`config.mk`:
```
export PLATFORM = sky130hd
export DESIGN_NAME = vend_ctrl_n_flat
export DESIGN_NICKNAME = d
export VERILOG_FILES = /design/src/rtl/vend_ctrl_n_if.sv /design/src/rtl/vend_ctrl_n.sv /design/src/flat_wrapper.sv
export SDC_FILE = /design/constraint.sdc
export NUM_CORES = 1
export LEC_CHECK = 0
export ABC_AREA = 1
export BUFFER_PORTS_ARGS = -buffer_cell sky130_fd_sc_hd__buf_2
export CORE_MARGIN = 2
export CORE_UTILIZATION = 49
export CTS_CLUSTER_SIZE = 20
export DETAILED_ROUTE_END_ITERATION = 10
export PLACE_DENSITY = 0.71
export SLEW_MARGIN = 10
export SYNTH_ARGS = -nofsm -noshare
export SYNTH_HDL_FRONTEND = slang
export SYNTH_SLANG_ARGS = --single-unit
```
`constraint.sdc`:
```
create_clock -name CLK -period 3.5 [get_ports CLK]
set_clock_uncertainty 0.05 [all_clocks]
set_input_delay 0.35 -clock CLK [delete_from_list [all_inputs] [get_ports CLK]]
set_output_delay 0.35 -clock CLK [all_outputs]
set_load 0.05 [all_outputs]
```
`src/rtl/vend_ctrl_n_if.sv`:
```
// Panel/brewer-side signal bundle for vend_ctrl_n: coin acceptor, buttons,
// brewer handshake and coin-out pulses. The controller uses the slave modport.
interface vend_ctrl_n_if #(
    parameter int NPROD = 2,
    parameter int CW    = 7,
    parameter int PW    = 7
);
    logic                  Manage;
    logic                  Confirm;
    logic [NPROD*PW-1:0]   Price_in;
    logic                  Coin50;
    logic                  Coin100;
    logic                  Coin500;
    logic                  Coin1000;
    logic [NPROD-1:0]      Select;
    logic [2:0]            Cups;
    logic                  Start;
    logic                  Done;
    logic                  TakeOut;
    logic                  Return;
    logic                  Return50;
    logic                  Return100;
    logic                  Return500;
    logic                  Return1000;
    logic                  Making;
    logic                  Coffee;
    logic                  Reject;
    logic [CW-1:0]         Sum;

    modport master (
        output Manage, Confirm, Price_in, Coin50, Coin100, Coin500, Coin1000,
               Select, Cups, Start, Done, TakeOut, Return,
        input  Return50, Return100, Return500, Return1000, Making, Coffee,
               Reject, Sum
    );

    modport slave (
        input  Manage, Confirm, Price_in, Coin50, Coin100, Coin500, Coin1000,
               Select, Cups, Start, Done, TakeOut, Return,
        output Return50, Return100, Return500, Return1000, Making, Coffee,
               Reject, Sum
    );
endinterface

```
`src/rtl/vend_ctrl_n.sv`:
```
// N-product vending controller with saturating credit, coin echo and greedy change.
// Optional: define VEND_AUTO_CHANGE_EN to return residual credit after TakeOut.
module vend_ctrl_n #(
    parameter int NPROD = 2,
    parameter int CW    = 7,
    parameter int PW    = 7
) (
    input  logic          CLK,
    input  logic          RST_N,
    vend_ctrl_n_if.slave  bus
);
    typedef enum logic [2:0] {
        S_IDLE, S_CREDIT, S_MANAGE, S_ORDER, S_MAKING, S_SERVE, S_CHANGE
    } state_t;

    localparam logic [31:0] SUM_MAX = 32'((64'd1 << CW) - 64'd1);

    state_t          state_q, state_d;
    logic [CW-1:0]   sum_q, sum_d;
    logic [PW+2:0]   cost_q, cost_d;
    logic            making_q, making_d;
    logic            coffee_q, coffee_d;
    logic            reject_q, reject_d;
    logic [3:0]      ret_q, ret_d;
    logic [PW-1:0]   price_q [NPROD];
    logic            price_load;

    logic [3:0]      coin_v;
    logic [3:0]      accept_v;
    logic [3:0]      chg_v;
    logic            acc_any;
    logic [1:0]      acc_idx;
    logic [31:0]     sum_w;
    logic [31:0]     sum_plus;
    logic            acc_fits;
    logic [1:0]      chg_idx;
    logic [31:0]     chg_left;
    logic [PW-1:0]   price_sel;
    logic [PW+2:0]   cost_c;
    logic            sel_valid;
    logic            sel_ok;

    // Coin values in 50-unit steps, indexed 50/100/500/1000.
    function automatic logic [31:0] coin_val(input logic [1:0] idx);
        case (idx)
            2'd0:    return 32'd1;
            2'd1:    return 32'd2;
            2'd2:    return 32'd10;
            default: return 32'd20;
        endcase
    endfunction

    assign coin_v = {bus.Coin1000, bus.Coin500, bus.Coin100, bus.Coin50};
    assign sum_w  = 32'(sum_q);

    always_comb begin
        acc_any = 1'b0;
        acc_idx = 2'd0;
        for (int i = 3; i >= 0; i--) begin
            if (coin_v[i]) begin
                acc_any = 1'b1;
                acc_idx = 2'(i);
            end
        end
    end

    assign sum_plus = sum_w + coin_val(acc_idx);
    assign acc_fits = acc_any && (sum_plus <= SUM_MAX);

    always_comb begin
        if (sum_w >= 32'd20)      chg_idx = 2'd3;
        else if (sum_w >= 32'd10) chg_idx = 2'd2;
        else if (sum_w >= 32'd2)  chg_idx = 2'd1;
        else                      chg_idx = 2'd0;
    end

    assign chg_left = sum_w - coin_val(chg_idx);

    always_comb begin
        price_sel = '0;
        for (int i = 0; i < NPROD; i++) begin
            if (bus.Select[i]) price_sel = price_sel | price_q[i];
        end
    end

    assign cost_c    = (PW+3)'(price_sel) * (PW+3)'(bus.Cups);
    assign sel_valid = $onehot(bus.Select) && (bus.Cups != 3'd0) && (bus.Cups <= 3'd5);
    assign sel_ok    = sel_valid && (cost_c != '0) && (32'(cost_c) <= sum_w);

    always_comb begin
        state_d    = state_q;
        sum_d      = sum_q;
        cost_d     = cost_q;
        making_d   = making_q;
        coffee_d   = coffee_q;
        reject_d   = 1'b0;
        accept_v   = 4'b0000;
        chg_v      = 4'b0000;
        price_load = 1'b0;

        case (state_q)
            S_IDLE: begin
                if (bus.Manage) begin
                    state_d = S_MANAGE;
                end else if (acc_fits) begin
                    accept_v[acc_idx] = 1'b1;
                    sum_d   = CW'(sum_plus);
                    state_d = S_CREDIT;
                end
            end
            S_MANAGE: begin
                if (bus.Confirm) begin
                    price_load = 1'b1;
                    state_d    = S_IDLE;
                end
            end
            S_CREDIT, S_ORDER: begin
                // Return outranks Select, which outranks coins and Start.
                if (bus.Return) begin
                    state_d = S_CHANGE;
                end else if (bus.Select != '0) begin
                    if (sel_ok) begin
                        cost_d  = cost_c;
                        state_d = S_ORDER;
                    end else begin
                        reject_d = 1'b1;
                        state_d  = S_CREDIT;
                    end
                end else if (state_q == S_ORDER) begin
                    if (bus.Start) begin
                        sum_d    = CW'(sum_w - 32'(cost_q));
                        making_d = 1'b1;
                        state_d  = S_MAKING;
                    end
                end else if (acc_fits) begin
                    accept_v[acc_idx] = 1'b1;
                    sum_d = CW'(sum_plus);
                end
            end
            S_MAKING: begin
                if (bus.Done) begin
                    making_d = 1'b0;
                    coffee_d = 1'b1;
                    state_d  = S_SERVE;
                end
            end
            S_SERVE: begin
                if (bus.TakeOut) begin
                    coffee_d = 1'b0;
                    if (sum_q == '0) begin
                        state_d = S_IDLE;
                    end else begin
`ifdef VEND_AUTO_CHANGE_EN
                        state_d = S_CHANGE;
`else
                        state_d = S_CREDIT;
`endif
                    end
                end
            end
            S_CHANGE: begin
                // An echo on the same coin output takes the slot; change waits a cycle.
                if (sum_q == '0) begin
                    state_d = S_IDLE;
                end else if (!coin_v[chg_idx]) begin
                    chg_v[chg_idx] = 1'b1;
                    sum_d = CW'(chg_left);
                    if (chg_left == 32'd0) state_d = S_IDLE;
                end
            end
            default: state_d = S_IDLE;
        endcase

        ret_d = (coin_v & ~accept_v) | chg_v;
    end

    always_ff @(posedge CLK or negedge RST_N) begin
        if (!RST_N) begin
            state_q  <= S_IDLE;
            sum_q    <= '0;
            cost_q   <= '0;
            making_q <= 1'b0;
            coffee_q <= 1'b0;
            reject_q <= 1'b0;
            ret_q    <= 4'b0000;
        end else begin
            state_q  <= state_d;
            sum_q    <= sum_d;
            cost_q   <= cost_d;
            making_q <= making_d;
            coffee_q <= coffee_d;
            reject_q <= reject_d;
            ret_q    <= ret_d;
        end
    end

    for (genvar gi = 0; gi < NPROD; gi++) begin : g_price
        always_ff @(posedge CLK or negedge RST_N) begin
            if (!RST_N) begin
                price_q[gi] <= '0;
            end else if (price_load) begin
                price_q[gi] <= bus.Price_in[gi*PW +: PW];
            end
        end
    end

    assign bus.Return50   = ret_q[0];
    assign bus.Return100  = ret_q[1];
    assign bus.Return500  = ret_q[2];
    assign bus.Return1000 = ret_q[3];
    assign bus.Making     = making_q;
    assign bus.Coffee     = coffee_q;
    assign bus.Reject     = reject_q;
    assign bus.Sum        = sum_q;
endmodule

```
`src/flat_wrapper.sv`:
```
// flat-port wrapper written by rule: the top's interface ports become plain ports
module vend_ctrl_n_flat 
#(
    parameter int NPROD = 2,
    parameter int CW    = 7,
    parameter int PW    = 7
)
  (CLK, RST_N, bus_Manage, bus_Confirm, bus_Price_in, bus_Coin50, bus_Coin100, bus_Coin500, bus_Coin1000, bus_Select, bus_Cups, bus_Start, bus_Done, bus_TakeOut, bus_Return, bus_Return50, bus_Return100, bus_Return500, bus_Return1000, bus_Making, bus_Coffee, bus_Reject, bus_Sum);
  vend_ctrl_n_if #(.NPROD(NPROD), .CW(CW), .PW(PW)) bus_i ();
  input  logic CLK;
  input  logic RST_N;
  input wire logic [$bits(bus_i.Manage)-1:0] bus_Manage;
  input wire logic [$bits(bus_i.Confirm)-1:0] bus_Confirm;
  input wire logic [$bits(bus_i.Price_in)-1:0] bus_Price_in;
  input wire logic [$bits(bus_i.Coin50)-1:0] bus_Coin50;
  input wire logic [$bits(bus_i.Coin100)-1:0] bus_Coin100;
  input wire logic [$bits(bus_i.Coin500)-1:0] bus_Coin500;
  input wire logic [$bits(bus_i.Coin1000)-1:0] bus_Coin1000;
  input wire logic [$bits(bus_i.Select)-1:0] bus_Select;
  input wire logic [$bits(bus_i.Cups)-1:0] bus_Cups;
  input wire logic [$bits(bus_i.Start)-1:0] bus_Start;
  input wire logic [$bits(bus_i.Done)-1:0] bus_Done;
  input wire logic [$bits(bus_i.TakeOut)-1:0] bus_TakeOut;
  input wire logic [$bits(bus_i.Return)-1:0] bus_Return;
  output wire logic [$bits(bus_i.Return50)-1:0] bus_Return50;
  output wire logic [$bits(bus_i.Return100)-1:0] bus_Return100;
  output wire logic [$bits(bus_i.Return500)-1:0] bus_Return500;
  output wire logic [$bits(bus_i.Return1000)-1:0] bus_Return1000;
  output wire logic [$bits(bus_i.Making)-1:0] bus_Making;
  output wire logic [$bits(bus_i.Coffee)-1:0] bus_Coffee;
  output wire logic [$bits(bus_i.Reject)-1:0] bus_Reject;
  output wire logic [$bits(bus_i.Sum)-1:0] bus_Sum;
  assign bus_i.Manage = bus_Manage;
  assign bus_i.Confirm = bus_Confirm;
  assign bus_i.Price_in = bus_Price_in;
  assign bus_i.Coin50 = bus_Coin50;
  assign bus_i.Coin100 = bus_Coin100;
  assign bus_i.Coin500 = bus_Coin500;
  assign bus_i.Coin1000 = bus_Coin1000;
  assign bus_i.Select = bus_Select;
  assign bus_i.Cups = bus_Cups;
  assign bus_i.Start = bus_Start;
  assign bus_i.Done = bus_Done;
  assign bus_i.TakeOut = bus_TakeOut;
  assign bus_i.Return = bus_Return;
  assign bus_Return50 = bus_i.Return50;
  assign bus_Return100 = bus_i.Return100;
  assign bus_Return500 = bus_i.Return500;
  assign bus_Return1000 = bus_i.Return1000;
  assign bus_Making = bus_i.Making;
  assign bus_Coffee = bus_i.Coffee;
  assign bus_Reject = bus_i.Reject;
  assign bus_Sum = bus_i.Sum;
  vend_ctrl_n #(.NPROD(NPROD), .CW(CW), .PW(PW)) u_core (.CLK(CLK), .RST_N(RST_N), .bus(bus_i));
endmodule
```
==> results.md, run 1 <==
* Run status: complete, no violations
* Cells after Synth at 581
* Clock Path Buffers at 2
* TritonCTS Sinks at 38
* Initial DRC Count at 191
* Sw Ratio at 53.05%
* Syn_nets at 666
* Largest family of logic cells by synthesized area: simple AND/OR/NAND/NOR gates
* Die Height at 95.42 um
* Simple-gate area share of the yosys netlist at 33.24%
* Synth area leaders: dfrtp_1 23%, nand2_1 16%, ha_1 14%
* Die width at 95.42 um
* Initial antenna violation count at 0
* RSZ-0062 raised after global routing: true
* Layout Nets at 732
* Crit path buf inv count at 4
* Adder-cell share of the synthesized area at 18.15%
* Min Tclk post-route at 3.416 ns
* Area leader, netlist: dfrtp_1
* HPWL after DPL at 8.492 mm
* Post-synthesis compound-gate area fraction at 9.563%
* Routed WL per cell at 14.32 um
* Top cell type's share of synthesized area at 23.22%
* Critical path's largest stage delay at 0.47 ns
* Final Core Density at 58.83%
* Setup crit end kind: flop
* Critical path type: reg2reg
* Synthesized area at 4095 sq um
* H-Tree Depth at 2
* Critical Path RT at 3.69 ns
* Synth warn at 0
* Final non-filler cell area at 4810 sq um
* Switching power at 2.763 mW
* Starting Density at 50.09%
* Yosys cell types at 40
* Worst vdd ir at 0.3686 mV
* Num CTS Buffers at 5
* Ratio of cells with drive above 1 in the final layout at 23.15%
* DRT Wirelength at 10.78 mm
* Pwr Total at 5.209 mW
* GRT Total Usage at 23.78%
* Avg Inst Size Synth at 7.048 sq um
* Internal Power at 2.446 mW
* Commonest cells after routing, fill and taps aside: 166 x nand2_1, 84 x inv_1, 53 x nand3_1
* Final ANT Viol Nets at 0
* Critical-path cell list: a22o_1 > inv_2 > nor2_1 > fa_1 > ha_2 > fa_2 > xnor2_2 > inv_2 > ha_4 > nand2_2 > nor2_2 > o21ai_1 > nand3_1 > nand2_1 > nand2_2 > a21oi_4 > buf_6 > nand3_1 > nand2_1 > inv_1 > nand2_1
* Comb pwr share at 76.4%
* Most common cell after layout, fill and taps aside: nand2_1
* PwrDens at 1083 nW/um^2
* Placed Instance Area at 4537 sq um
* Worst slack, placed at -0.1239 ns
* Clock Power Share at 8.9%
* Grt total ovfl at 0
* Number of global-route vias before repair at 3,716
* Min-delay worst type: in2async
* Final Max Slew Viols at 0
* CTS tree: done
* # IOs at 45
* Core Footprint at 8175 sq um
* Most frequent CP cell: nand2_1
* Max-Cap Viols at 0
* First-pass GRT wire length at 17.00 mm
* CP max stage cell: fa_1
* Detailed Routing Iterations Pass 1 at 5
* Routability cong. at 0.9296
* Fillers at 772
* # setup viols final at 0
* Lkg Pwr at 2.721 nW
* Post-Synth XOR/XNOR Area at 1.864%
* Tightest Pin Transition at 0.9321 ns
* Fmax at 0.2927 GHz
* Share of power burned in registers at 14.7%
* Sequential cell area fraction in the yosys report at 23.22%
* Max transition margin at 37.86%
* Buffers on Ports at 44
* Reg clk slew, reported paths at 0.09 ns
* Via/cell ratio at 5.301
* Hold violation total from the final report at 0
* Final period util at 97.61%
* Via count at 3,992
* Final setup margin at 0.08369 ns
* Rows at 33
* Synthesized flop and latch total at 38
* Layout area overhead at 17.45%
* Delay-heaviest family, CP: adder cells
* Arrival time at the worst endpoint at 3.60 ns
* Insertion delay to the later sink of the worst-skew pair at 0.30 ns
* Drt drc at 0
* Post-synthesis mux area share at 3.850%
* Worst Path Max Fanout at 3
* N_diodes at 0
* Die ar. at 9105 sq um
* Cts hold-fix bufs at 0
* Root buffer cell: clkbuf_8
* Worst setup SP type: flop
* Largest net degree at the start of global routing at 39
-- area by class of cell --
class / instances / area [sq um] / area share [%]
flip-flops and latches: 38 / 952.2 / 19.80
clock buffers: 5 / 68.82 / 1.431
clock inverters: 3 / 68.82 / 1.431
repair buffers: 65 / 381.6 / 7.934
inverters: 95 / 359.1 / 7.466
multi-input cells: 442 / 2848 / 59.21
well taps: 105 / 131.4 / 2.732
-- metrics by stage --
stage | hold slack [ns] | instances | TNS (ns)
final | 0.1332 | 753 | 0
after global routing | 0.1989 | 753 | -0.9526
after CTS | 0.1695 | 749 | 0
after detailed placement | 0.4205 | 741 | -0.8040
after global placement | 0.4183 | 741 | -0.1149
after floorplan | 0.004409 | 581 | 0
-- sequential cells by signal, indices dropped and copies added (netlist names) --
signal             count
u_core.bus.Coffee      1
u_core.state_q         3
u_core.cost_q          7
u_core.price_q        14
u_core.bus.Sum         7
u_core.ret_q           4
u_core.bus.Making      1
u_core.bus.Reject      1
-- power by group through the flow --
stage / clock network, mW / logic, mW / registers [mW]
2_1_floorplan: 0 / 2.55 / 0.929
3_3_place_gp: 0 / 3.56 / 0.762
3_5_place_dp: 0 / 3.67 / 0.765
4_1_cts: 0.470 / 3.69 / 0.758
5_1_grt: 0.491 / 4.45 / 0.780
6_report: 0.463 / 3.98 / 0.765
-- cells by family (layout without fill, tap and decap cells) --
family / Yosys count / after routing
AND/OR/NAND/NOR: 308 / 309
multiplexers: 14 / 14
XOR/XNOR: 7 / 7
flip-flops: 38 / 38
buffers and inverters: 102 / 168
adder cells (fa/ha/maj): 54 / 54
AO/OA/AOI/OAI: 58 / 58
-- routing by layer --
layer / global-route usage (%) / part of all wire (%)
met3: 2.609 / 3.5
met4: 8.571 / 2.6
met2: 43.31 / 52
met5: 0 / 0
met1: 28.86 / 42
-- cell usage after synthesis, drive strengths merged --
cell type / instances
a21oi: 22
a22o: 6
a31o: 4
a31oi: 7
buf: 7
clkinv: 1
dfrtp: 38
fa: 9
ha: 45
inv: 94
mux2: 14
nand2: 181
nand2b: 1
nand3: 56
nand3b: 2
nand4: 14
nor2: 48
nor3: 4
o2111ai: 2
o21ai: 16
o21bai: 1
or2: 2
xnor2: 3
xor2: 4
-- worst paths after layout --
kind,depth (start not counted),startpoint,slack (ns),endpoint
max,21,u_core.price_q[1]$_DFFE_PN0P_,0.08,u_core.state_q[1]$_DFFE_PN0P_
min,1,RST_N,0.13,u_core.cost_q[5]$_DFFE_PN0P_
max reg2reg,21,u_core.price_q[1]$_DFFE_PN0P_,0.08,u_core.state_q[1]$_DFFE_PN0P_
min reg2reg,2,u_core.cost_q[5]$_DFFE_PN0P_,0.44,u_core.cost_q[5]$_DFFE_PN0P_
max in group asynchronous,1,RST_N,2.64,u_core.bus.Sum[3]$_DFFE_PN0P_
min in group CLK,2,bus_Price_in[7],0.23,u_core.price_q[0]$_DFFE_PN0P_
-- repair_timing --
item                                    4_1_cts  5_1_grt
hold endpoints to repair                      0        0
endpoints found under the setup margin        0       10
setup buffers                                 0        3
resized for setup                             0       21
(Power assumes the default switching activity.)
==> run 2, diff against run 1 <==
--- a/config.mk
+++ b/config.mk
@@ -11,7 +11,7 @@
 export CORE_UTILIZATION = 49
 export CTS_CLUSTER_SIZE = 20
 export DETAILED_ROUTE_END_ITERATION = 10
-export PLACE_DENSITY = 0.71
+export PLACE_DENSITY = 0.69
 export SLEW_MARGIN = 10
 export SYNTH_ARGS = -nofsm -noshare
 export SYNTH_HDL_FRONTEND = slang
==> constraint.sdc (replaced) <==
create_clock -name CLK -period 3.9 [get_ports CLK]
set_clock_uncertainty 0.05 [all_clocks]
set_input_delay 0.78 -clock CLK [delete_from_list [all_inputs] [get_ports CLK]]
set_output_delay 0.78 -clock CLK [all_outputs]
set_load 0.05 [all_outputs]
==> run 2 against run 1 <==
Sequential cell count did not move. First-iteration DRC count rose by 7.9%. Combinational power fell by 16%. Critical path depth fell by 1. Die area did not move. Global-route usage rose by 0.19 points. Critical path type is now in2reg.
==> results.md, run 2 (synthesized netlist as in run 1, its figures left out) <==
* Ratio of cells with drive above 1 in the final layout at 20.68% (-2.5 points)
* DRT Wirelength at 10.41 mm (-3.5%)
* Post-CTS Setup Inserts at 0 (unchanged)
* Max reg flops at 14 (unchanged)
* GR peak layer: met2
* Layout Cells excl Fill at 753 (unchanged)
* Critical path type: in2reg
* GR Util met1 at 29.06% (+0.20 points)
* Rows at 33 (unchanged)
* Critical path's largest stage delay at 0.45 ns (-0.02 ns)
* Layout area overhead at 15.31%
* Insertion delay to the later sink of the worst-skew pair at 0.29 ns (about the same)
* Min Tclk post-route at 3.717 ns
* Root buffer cell: clkbuf_8
* Detailed Routing Iterations Pass 1 at 4 (-1)
* Run status: complete, no violations
* Die ar. at 9105 sq um (unchanged)
* RSZ-0062 raised after global routing: true
* Commonest cells after routing, fill and taps aside: 170 x nand2_1, 88 x inv_1, 53 x nand3_1
* Drt drc at 0 (unchanged)
* Via/cell ratio at 5.187 (-2.2%)
* First-pass GRT wire length at 17.06 mm (+0.32%)
* Layout Nets at 732 (unchanged)
* Lkg Pwr at 2.724 nW (+0.11%)
* Worst vdd ir at 0.3312 mV (-10%)
* Tightest Pin Transition at 0.9138 ns (-0.01830 ns)
* Most frequent CP cell: nand2_1
* Buffers on Ports at 44 (unchanged)
* Number of global-route vias before repair at 3,810 (+2.5%)
* Starting Density at 50.09% (unchanged)
* Max transition margin at 39.08% (+1.2 points)
* Final Max Slew Viols at 0 (unchanged)
* Routed WL per cell at 13.82 um (-3.5%)
* Reg2reg end: u_core.cost_q[0]$_DFFE_PN0P_
* TritonCTS Sinks at 38 (unchanged)
* Fmax at 0.2690 GHz
* Arrival time at the worst endpoint at 3.85 ns (+0.25 ns)
* Reg clk slew, reported paths at 0.08 ns (about the same)
* Critical-path cell list: buf_2 > a22o_1 > inv_1 > nor2_1 > fa_1 > ha_1 > fa_2 > xnor2_2 > inv_1 > ha_1 > nand2_1 > nor2_1 > o21ai_0 > nand3_1 > nand2_1 > nand2_1 > a21oi_4 > nand3b_4 > nand2_1 > o21ai_2
* Grt met3 use at 3.399% (+0.79 points)
* HPWL after DPL at 8.384 mm (-1.3%)
* Min-delay worst type: reg2reg
* Crit path buf inv count at 3 (-1)
* Setup crit end kind: flop
* N_diodes at 0 (unchanged)
* Critical path depth at 20 (-4.8%)
* # setup viols final at 0 (unchanged)
* Post_cts resized at 0 (unchanged)
* Final ANT Viol Nets at 0 (unchanged)
* Worst Path Max Fanout at 8 (+5)
* R2r worst-path depth at 19 (-9.5%)
* Die width at 95.42 um (unchanged)
* GRT Total Usage at 23.97% (+0.19 points)
* Worst R2R Setup Slack at 0.47 ns (+0.39 ns)
* Max-Cap Viols at 0 (unchanged)
* RR Startpoint: u_core.price_q[1]$_DFFE_PN0P_
* Core Footprint at 8175 sq um (unchanged)
* Delay-heaviest family, CP: adder cells
* H-Tree Depth at 2 (unchanged)
* CTS tree: done
* Grt total ovfl at 0 (unchanged)
* Worst setup SP type: input pin
* Initial antenna violation count at 0 (unchanged)
* Worst Setup SP: bus_Select[1]
* Num CTS Buffers at 5 (unchanged)
* Routability cong. at 0.9621 (+3.5%)
* Die Height at 95.42 um (unchanged)
* Initial DRC Count at 206 (+7.9%)
* PwrDens at 942.3 nW/um^2 (-13%)
* Critical Path RT at 4.04 ns (+0.35 ns)
* Cts hold-fix bufs at 0 (unchanged)
* Largest net degree at the start of global routing at 39 (unchanged)
* Fin Setup TNS at 0 ns (unchanged)
* Largest Register: u_core.price_q
* Routing usage on met2 at 43.96% (+0.65 points)
* Most common cell after layout, fill and taps aside: nand2_1
* # IOs at 45 (unchanged)
* Via count at 3,906 (-2.2%)
* Clock Path Buffers at 2 (unchanged)
* Cell count after placement at 744 (+0.40%)
* CP max stage cell: fa_1
* Final period util at 95.30%
* Hold violation total from the final report at 0 (unchanged)
* CP endpoint: u_core.cost_q[0]$_DFFE_PN0P_
[run 2: power by group]
part	switching (mW)	leakage, nW	internal, mW	total, mW
Clock	0.154	0.0714	0.273	0.427
Combinational	2.09	2.18	1.25	3.33
Sequential	0.135	0.475	0.554	0.689
[run 2: area by class of cell]
class,instances,area (sq um)
fill,802,3453
multi-input combinational,442,2760
sequential,38,950.9
timing repair buffer,65,377.9
inverter,95,359.1
tap,105,131.4
clock buffer,6,82.58
clock inverter,2,60.06
[run 2: how the worst min path moves through the flow]
stage	startpoint	endpoint	slack, ns	cells after the start
2_1_floorplan	u_core.cost_q[1]$_DFFE_PN0P_	u_core.cost_q[1]$_DFFE_PN0P_	0.40	2
3_3_place_gp	u_core.cost_q[2]$_DFFE_PN0P_	u_core.cost_q[2]$_DFFE_PN0P_	0.42	2
3_5_place_dp	u_core.bus.Coffee$_DFFE_PN0P_	u_core.bus.Coffee$_DFFE_PN0P_	0.43	2
4_1_cts	u_core.bus.Coffee$_DFFE_PN0P_	u_core.bus.Coffee$_DFFE_PN0P_	0.45	2
5_1_grt	u_core.cost_q[2]$_DFFE_PN0P_	u_core.cost_q[2]$_DFFE_PN0P_	0.46	2
6_report	u_core.bus.Coffee$_DFFE_PN0P_	u_core.bus.Coffee$_DFFE_PN0P_	0.44	2
[run 2: stage by stage]
stage	area [sq um]	utilization, %	total power, mW	worst slack, ns	hold slack (ns)
after floorplan	4105	-	3.122	0.01535	0.4050
after global placement	4559	55.77	3.885	-0.05328	0.4210
after detailed placement	4559	55.77	3.980	-0.1293	0.4294
after CTS	4702	57.51	4.429	0.1325	0.4473
after global routing	4722	57.76	4.921	-0.01940	0.4622
final	4722	57.76	4.449	0.1832	0.4434
[run 2: metal layers]
metal,vias to the layer above,wire length (um)
met3,15,341
met5,-,0
met1,1809,4524
li1,2010,-
met4,0,235
met2,72,5307
[run 2: worst min-delay path, stage by stage (launching register included)]
cell and delay (ns):
dfrtp_1 0.35, nand2_1 0.05, o21ai_0 0.06
